**src/rtl/race_pkg.sv**
```systemverilog
`default_nettype none
// ============================================================================
// race_pkg: shared states, default constants and result record for the
// race scheduler and its downstream results logger.            Rev 1.0
// ============================================================================
package race_pkg;

  localparam int DEF_N_LANES = 4;
  localparam int DEF_CNT_W   = 16;
  localparam int DEF_TIMEOUT = 1000;

  function automatic int lane_width(input int n);
    return (n > 1) ? $clog2(n) : 1;
  endfunction

  localparam int DEF_LANE_W = lane_width(DEF_N_LANES);

  typedef enum logic [1:0] {
    IDLE    = 2'd0,
    RUN     = 2'd1,
    RELEASE = 2'd2
  } state_t;

  typedef struct packed {
    logic [DEF_LANE_W-1:0] lane;
    logic [DEF_CNT_W-1:0]  cycles;
    logic                  timeout;
  } result_t;

endpackage
`default_nettype wire

```
**src/rtl/race_scheduler_if.sv**
```systemverilog
`default_nettype none
// ============================================================================
// race_scheduler_if: lane handshake and result bus of the race scheduler.
//                                                                Rev 1.0
// ============================================================================
interface race_scheduler_if
  import race_pkg::*;
#(
  parameter int N_LANES = DEF_N_LANES,
  parameter int CNT_W   = DEF_CNT_W
) ();

  localparam int LANE_W = lane_width(N_LANES);

  logic [N_LANES-1:0] ready;
  logic [N_LANES-1:0] done;
  logic [N_LANES-1:0] start;
  logic               busy;
  logic [LANE_W-1:0]  grant_lane;
  logic               result_valid;
  logic [LANE_W-1:0]  result_lane;
  logic [CNT_W-1:0]   result_cycles;
  logic               result_timeout;

  modport master (
    input  ready, done,
    output start, busy, grant_lane,
    output result_valid, result_lane, result_cycles, result_timeout
  );

  modport slave (
    output ready, done,
    input  start, busy, grant_lane,
    input  result_valid, result_lane, result_cycles, result_timeout
  );

endinterface
`default_nettype wire

```
**src/rtl/race_scheduler_rr_arbiter.sv**
```systemverilog
`default_nettype none
// ============================================================================
// rr_arbiter: combinational round-robin pick of the first requesting lane at
// or above the pointer, wrapping to the lowest lane.            Rev 1.0
// ============================================================================
module rr_arbiter #(
  parameter int N_LANES = 4,
  parameter int LANE_W  = 2
) (
  input  logic [N_LANES-1:0] req,
  input  logic [LANE_W-1:0]  ptr,
  output logic [N_LANES-1:0] gnt,
  output logic [LANE_W-1:0]  idx
);

  logic hit;

  // First pass covers lanes ptr..N-1; the second only matters when that
  // range is empty, so its lowest hit is the wrapped choice.
  always_comb begin
    gnt = '0;
    idx = '0;
    hit = 1'b0;
    for (int i = 0; i < N_LANES; i++) begin
      if (!hit && req[i] && (i >= int'(ptr))) begin
        hit    = 1'b1;
        gnt[i] = 1'b1;
        idx    = LANE_W'(i);
      end
    end
    for (int i = 0; i < N_LANES; i++) begin
      if (!hit && req[i]) begin
        hit    = 1'b1;
        gnt[i] = 1'b1;
        idx    = LANE_W'(i);
      end
    end
  end

endmodule
`default_nettype wire

```
**src/rtl/race_scheduler.sv**
```systemverilog
`default_nettype none
// ============================================================================
// race_scheduler: round-robin owner of the single race slot; times each run
// and reports one result per completed or aborted run.
// Optional run abort on timeout: define RACE_SCHED_TIMEOUT_EN.  Rev 1.0
// ============================================================================
module race_scheduler
  import race_pkg::*;
#(
  parameter int N_LANES = DEF_N_LANES,
  parameter int CNT_W   = DEF_CNT_W,
  parameter int TIMEOUT = DEF_TIMEOUT
) (
  input  logic             clk,
  input  logic             rst,
  race_scheduler_if.master bus
);

  localparam int               LANE_W       = lane_width(N_LANES);
  localparam logic [CNT_W-1:0] TIMEOUT_LAST = CNT_W'(TIMEOUT - 1);
  localparam logic [CNT_W-1:0] TIMEOUT_VAL  = CNT_W'(TIMEOUT);
  localparam logic [CNT_W-1:0] CNT_MAX      = {CNT_W{1'b1}};
`ifdef RACE_SCHED_TIMEOUT_EN
  localparam bit TIMEOUT_EN = 1'b1;
`else
  localparam bit TIMEOUT_EN = 1'b0;
`endif

  state_t             state;
  state_t             state_nxt;
  logic [LANE_W-1:0]  ptr;
  logic [CNT_W-1:0]   counter;
  logic [N_LANES-1:0] start;
  logic               busy;
  logic [LANE_W-1:0]  grant_lane;
  logic               result_valid;
  logic [LANE_W-1:0]  result_lane;
  logic [CNT_W-1:0]   result_cycles;

  logic [N_LANES-1:0] arb_gnt;
  logic [LANE_W-1:0]  arb_idx;
  logic               done_g;
  logic               ready_g;
  logic               timeout_hit;
  logic [LANE_W-1:0]  ptr_next;
  logic               do_grant;
  logic               do_count;
  logic               do_finish;
  logic               do_abort;
  logic               bad_state;

  rr_arbiter #(
    .N_LANES (N_LANES),
    .LANE_W  (LANE_W)
  ) u_arb (
    .req (bus.ready),
    .ptr (ptr),
    .gnt (arb_gnt),
    .idx (arb_idx)
  );

  assign done_g      = bus.done[grant_lane];
  assign ready_g     = bus.ready[grant_lane];
  assign timeout_hit = TIMEOUT_EN && (counter == TIMEOUT_LAST);
  assign ptr_next    = (grant_lane == LANE_W'(N_LANES - 1)) ? '0 : grant_lane + 1'b1;

  always_ff @(posedge clk or posedge rst) begin
    if (rst) state <= IDLE;
    else     state <= state_nxt;
  end

  always_comb begin
    state_nxt = state;
    do_grant  = 1'b0;
    do_count  = 1'b0;
    do_finish = 1'b0;
    do_abort  = 1'b0;
    bad_state = 1'b0;
    case (state)
      IDLE: begin
        if (|bus.ready) begin
          do_grant  = 1'b1;
          state_nxt = RUN;
        end
      end
      RUN: begin
        // done beats a coincident timeout
        if (done_g) begin
          do_finish = 1'b1;
          state_nxt = RELEASE;
        end else if (timeout_hit) begin
          do_abort  = 1'b1;
          state_nxt = RELEASE;
        end else begin
          do_count = 1'b1;
        end
      end
      RELEASE: begin
        if (!done_g && !ready_g) state_nxt = IDLE;
      end
      default: begin
        bad_state = 1'b1;
        state_nxt = IDLE;
      end
    endcase
  end

  always_ff @(posedge clk or posedge rst) begin
    if (rst) begin
      ptr           <= '0;
      counter       <= '0;
      start         <= '0;
      busy          <= 1'b0;
      grant_lane    <= '0;
      result_valid  <= 1'b0;
      result_lane   <= '0;
      result_cycles <= '0;
    end else begin
      result_valid <= 1'b0;
      busy         <= (state_nxt == RUN) || (state_nxt == RELEASE);
      if (do_grant) begin
        start      <= arb_gnt;
        grant_lane <= arb_idx;
        counter    <= '0;
      end
      if (do_count && (counter != CNT_MAX)) counter <= counter + 1'b1;
      if (do_finish || do_abort) begin
        start         <= '0;
        result_valid  <= 1'b1;
        result_lane   <= grant_lane;
        result_cycles <= do_abort ? TIMEOUT_VAL : counter;
        ptr           <= ptr_next;
      end
      if (bad_state) start <= '0;
    end
  end

`ifdef RACE_SCHED_TIMEOUT_EN
  logic result_timeout;
  always_ff @(posedge clk or posedge rst) begin
    if (rst)                        result_timeout <= 1'b0;
    else if (do_finish || do_abort) result_timeout <= do_abort;
  end
  assign bus.result_timeout = result_timeout;
`else
  assign bus.result_timeout = 1'b0;
`endif

  assign bus.start         = start;
  assign bus.busy          = busy;
  assign bus.grant_lane    = grant_lane;
  assign bus.result_valid  = result_valid;
  assign bus.result_lane   = result_lane;
  assign bus.result_cycles = result_cycles;

endmodule
`default_nettype wire

```
**src/flat_wrapper.sv**
```systemverilog
// flat-port wrapper written by rule: the top's interface ports become plain ports
module race_scheduler_flat import race_pkg::*;
#(
  parameter int N_LANES = DEF_N_LANES,
  parameter int CNT_W   = DEF_CNT_W,
  parameter int TIMEOUT = DEF_TIMEOUT
)
  (clk, rst, bus_ready, bus_done, bus_start, bus_busy, bus_grant_lane, bus_result_valid, bus_result_lane, bus_result_cycles, bus_result_timeout);
  race_scheduler_if #(.N_LANES(N_LANES), .CNT_W(CNT_W)) bus_i ();
  input  logic clk;
  input  logic rst;
  input wire logic [$bits(bus_i.ready)-1:0] bus_ready;
  input wire logic [$bits(bus_i.done)-1:0] bus_done;
  output wire logic [$bits(bus_i.start)-1:0] bus_start;
  output wire logic [$bits(bus_i.busy)-1:0] bus_busy;
  output wire logic [$bits(bus_i.grant_lane)-1:0] bus_grant_lane;
  output wire logic [$bits(bus_i.result_valid)-1:0] bus_result_valid;
  output wire logic [$bits(bus_i.result_lane)-1:0] bus_result_lane;
  output wire logic [$bits(bus_i.result_cycles)-1:0] bus_result_cycles;
  output wire logic [$bits(bus_i.result_timeout)-1:0] bus_result_timeout;
  assign bus_i.ready = bus_ready;
  assign bus_i.done = bus_done;
  assign bus_start = bus_i.start;
  assign bus_busy = bus_i.busy;
  assign bus_grant_lane = bus_i.grant_lane;
  assign bus_result_valid = bus_i.result_valid;
  assign bus_result_lane = bus_i.result_lane;
  assign bus_result_cycles = bus_i.result_cycles;
  assign bus_result_timeout = bus_i.result_timeout;
  race_scheduler #(.N_LANES(N_LANES), .CNT_W(CNT_W), .TIMEOUT(TIMEOUT)) u_core (.clk(clk), .rst(rst), .bus(bus_i));
endmodule
```
**config.mk**
```make
export PLATFORM = sky130hd
export DESIGN_NAME = race_scheduler_flat
export DESIGN_NICKNAME = d
export VERILOG_FILES = /design/src/rtl/race_pkg.sv /design/src/rtl/race_scheduler_if.sv /design/src/rtl/race_scheduler_rr_arbiter.sv /design/src/rtl/race_scheduler.sv /design/src/flat_wrapper.sv
export SDC_FILE = /design/constraint.sdc
export NUM_CORES = 1
export LEC_CHECK = 0
export ABC_AREA = 1
export CORE_ASPECT_RATIO = 2
export CORE_MARGIN = 4
export CORE_UTILIZATION = 45
export CTS_CLUSTER_SIZE = 8
export DETAILED_ROUTE_END_ITERATION = 7
export PLACE_DENSITY = 0.76
export SYNTH_ARGS = -nofsm -noshare
export SYNTH_HDL_FRONTEND = slang
export SYNTH_HIERARCHICAL = 1
export SYNTH_SLANG_ARGS = --single-unit
```
**constraint.sdc**
```tcl
create_clock -name clk -period 1.8 [get_ports clk]
set_input_delay 0.36 -clock clk [delete_from_list [all_inputs] [get_ports clk]]
set_output_delay 0.36 -clock clk [all_outputs]
set_load 0.01 [all_outputs]
```
**Word-level counts from Yosys, hierarchy flattened**

Index checks and enable logic that the tools add are counted.

- $mul: 0
- Multiplexer cells: 42
- Reductions and logical operators: 26
- Shift operators: 0
- $add $sub $neg: 2
- $lt $le $gt $ge: 4
- Bitwise logic cells: 0
- Div/mod/pow operators: 0
- Equality and inequality tests: 7

Operator list:

| kind | count |
|---|---|
| $mux 16 | 2 |
| $mux 1 | 24 |
| $mux 2 | 10 |
| $add 16x1->16 const B | 1 |
| $ne 16x16->1 const B | 1 |
| $logic_and 1x1->1 | 12 |
| $mux 4 | 3 |
| $logic_not 1->1 | 9 |
| $eq 2x2->1 const B | 3 |
| $pmux 2 s3 | 1 |
| $bmux 1 s2 | 2 |
| $eq 2x1->1 const B | 2 |
| $ge 1x2->1 const A | 2 |
| $reduce_or 4->1 | 1 |
| $lt 2x3->1 const B | 1 |
| $ne 3x1->1 const B | 1 |
| $reduce_or 3->1 | 1 |
| $add 2x1->2 const B | 1 |
| $ge 2x2->1 const A | 1 |
| $logic_not 2->1 | 1 |
| $reduce_bool 2->1 | 1 |
| $logic_or 1x1->1 | 1 |

- Memories kept: 0
- Memory bits (writable): 0
- Register bits: 46
- Memory bits (read-only): 0
- Bits in latches: 0
- Input bits: 10
- Logic and storage cells: 90
- Output and inout port bits: 27

**Longest topological paths before layout**

- Depth after elaboration: 29
- Depth in mapped cells: 10

**Cells and area by module**

Netlist, hierarchy kept.

By module, submodules not included:

| module | area each (sq um) | instances | cells an instance |
|---|---|---|---|
| race_scheduler | 2373.5 | 1 | 297 |
| rr_arbiter | 115.1 | 1 | 27 |

**Worst setup path before layout**

Ideal clock, no wire load.

- Path kind: flip-flop to flip-flop
- From: reg u_core.counter[1]
- To: reg u_core.counter[9]
- Slack: 0.386 ns
- Data required time: 1.735 ns
- Data arrival time: 1.349 ns
- Path buffers: 1
- Stages on the path, launching flop included: 11
- Cells stage by stage: dfrtp_1 ha_1 nand2_2 nor2_4 nand2_4 nor2_8 inv_2 nand2_4 buf_12 nand3_1 nand2_1

- Cells in the longest elaborated chain, start to end: 3
- Elaborated cells between the ends (all ways): 5
- Those cells by class: add/sub: 1; eq/ne: 1; mux: 1; reduce/logical: 2

Ends and longest elaborated chain:

| element | line | text |
|---|---|---|
| start: declaration | race_scheduler.sv:32 | `logic [CNT_W-1:0] counter;` |
| start signal: assignment | race_scheduler.sv:126 | `if (do_count && (counter != CNT_MAX)) counter <= counter + 1'b1;` |
| parallel branches: the longest is 3 deep, another holds $add 16x1->16 | - |  |

Parallel ways; which one is timed is not known.
A chain may end at the register's enable or synchronous reset.

**Worst setup path in the final report**

- From: reg u_core.grant_lane[1], in the netlist u_core/bus.grant_lane[1]
- To: out bus_grant_lane[1]

RTL lines:

| element | line | text |
|---|---|---|
| start: declaration | race_scheduler.sv:35 | `logic [LANE_W-1:0] grant_lane;` |
| start signal: assignment | race_scheduler.sv:123 | `grant_lane <= arb_idx;` |
| end: declaration | flat_wrapper.sv:16 | `output wire logic [$bits(bus_i.grant_lane)-1:0] bus_grant_lane;` |

No word-level cell between the ends.

==> out/metrics.yaml <==
status: "completed"
max_cap_viol_count: 0
yosys_warnings: 6
clk_pin_slew_worst_paths_ns: 0.09
cts_tree: "done"
setup_viol: 0
area_growth_pct: 21.5
grt_pass1_wl_um: 9320
fp.coreArea_sq_um: 5420
track_usage_pct: 17.9
powerDensity_nw_per_um2: 1140
p_leak_nw: 1.55
ys_async_sr_fraction_pct: 100
hpwl_um: 4290
timing_hold_violations_final: 0
synthCells: 324
cts-resized-gates: 0
synth_top_area_share_pct: 46.3
ant_nets: 0
dieArea_sq_um: 6860
critPathBufInv: 1
fin_skew_ns: 0.00926
dieWidth_um: 60.6
cp.arrival_ns: 1.37
ctsHoldBuffers: 0
post_cts_buffers: 0
syn_area_sq_um: 2490
grt-ovfl-total: 0
wire_per_inst_um: 13.1
rsz0062_at_grt: "no"
cp_slowest_cell: "clkdlybuf4s50_1"
period_share_pct: 96.2
num_io_pins: 37
rows: 38
synth_edf_count: 0
drt-initial-drc-count: 121
hold_path.class: "in -> async"
drt_wl_total_um: 5600
drc: 0
drv_slew: 0
ir_worst_vdd_uv: 876
synth_area_leaders: "dfrtp_1 46%, nand2_1 18%, nand3_1 8.2%"
diodes: 0
cp_max_fo: 6
clockBufferDepth: 2
root_buffer: "clkbuf_8"
yosysMostFrequentCell: "nand2_1"
critPathCaptureType: "output pin"
cpPeakStageDelay_ns: 0.58
final_util_pct: 55.8
worstPathCellList: "clkdlybuf4s50_1"
cts_buffers: 5
cts_sinks: 46
power_mw: 3.46
critical_path_class: "reg -> out"
synth_flop_cell: "dfrtp_1"
gp_congestion: 0.839
fmax_mhz: 578
r2r_slack_ns: 0.22
cp_top_family: "buffers and inverters"
setup_slack_ns: 0.0691
start_util_pct: 45.9
grt_pass1_vias: 2148
synth_top_area_cell: "dfrtp_1"
insertion_delay_ns: 0.31
io_buffers: 35
worst-endpoint-required_ns: 1.44
yosysSeqAreaShare_pct: 46.3
finalCriticalPeriod_ns: 1.73
drive_gt1_share_pct: 11.7
ys_types: 29
nets: 378
netlist_top_cells_count: "121 x nand2_1, 46 x dfrtp_1, 41 x nand3_1, 31 x inv_1, 19 x nor2_1"
htreeDepth: 2
setup_tns_ns: 0
drt_pass1_iterations: 4
ys_seq_elements: 46
antenna_found_initial: 0
vias: 2122
die_h_um: 113
grt_max_degree: 47
setup.worst_path.start_class: "flop"
routed_via_density: 4.97
fillCellCount: 517
placed_cells: 419
instances_no_fill: 427
synth_nets: 336
synth_area_per_cell_sq_um: 7.68
dp_worst_setup_slack_ns: 0.0485
==> cells by family after synthesis <==
kind of cell | Yosys count | share of synthesized area, %
simple gates | 208 | 39.0
fa+ha+maj | 2 | 1.01
flops | 46 | 46.3
buf+inv | 43 | 7.99
other cells | 1 | 0.151
compound gates | 20 | 4.22
xor+xnor | 4 | 1.41
==> worst paths after layout <==
path,startpoint,to,cells after the start
worst min-delay path,rst,u_core/bus.result_cycles[3],3
worst min register to register,u_core/bus.result_cycles[7],u_core/bus.result_cycles[7],2
worst max-delay path,u_core/bus.grant_lane[1],bus_grant_lane[1],1
worst max register to register,u_core/counter[1],u_core/counter[14],9
min in group clk,u_core/bus.result_cycles[7],u_core/bus.result_cycles[7],2
max in group asynchronous,rst,u_core/bus.grant_lane[0],3
==> layout by cell type (no fill, tap or decap), drive strengths merged, types with 2 or more instances in the layout <==
cell	count
nand2	130
dfrtp	46
nand3	45
clkdlybuf4s50	35
inv	34
nor2	26
o21ai	18
buf	8
clkbuf	5
xnor2	3
nand4	3
clkinv	3
or2	2
ha	2
==> flip-flops by register name (all words and copies together) (netlist names) <==
register	flops
u_core/bus.grant_lane	2
u_core/bus.result_lane	2
u_core/bus.busy	1
u_core/bus.start	4
u_core/counter	16
u_core/state	2
u_core/bus.result_valid	1
u_core/bus.result_cycles	16
u_core/ptr	2
==> power by group <==
group          switching, mW  total, mW  internal (mW)  leakage [nW]
combinational          0.897       1.48          0.585         0.885
clock                  0.356      0.629          0.273        0.0441
sequential             0.141       1.35           1.21         0.620
total                   1.39       3.46           2.06          1.55
==> final cells by class <==
type	instances	area, sq um	area share [%]
clock buffer	5	68.8	2.28
sequential	46	1150	38.1
tap	60	75.1	2.48
clock inverter	3	21.3	0.704
inverter	35	131	4.35
multi-input combinational	235	1140	37.7
timing repair buffer	43	435	14.4
==> metal layers <==
| metal | vias to the layer above | GRT usage, % | share of wire, % |
|---|---|---|---|
| met4 | 0 | 9.84 | 3.1 |
| met5 | - | 0 | 0 |
| met3 | 12 | 3.08 | 3.4 |
| met1 | 984 | 19.3 | 38 |
| li1 | 1092 | - | - |
| met2 | 34 | 31.2 | 56 |
==> stage by stage <==
step	cell area, sq um	hold WS, ns
finish	3020	0.394
global route	3020	0.453
CTS	3020	0.406
detailed placement	2930	0.472
global placement	2930	0.466
floorplan	2490	0.481
(Power assumes the default switching activity.)
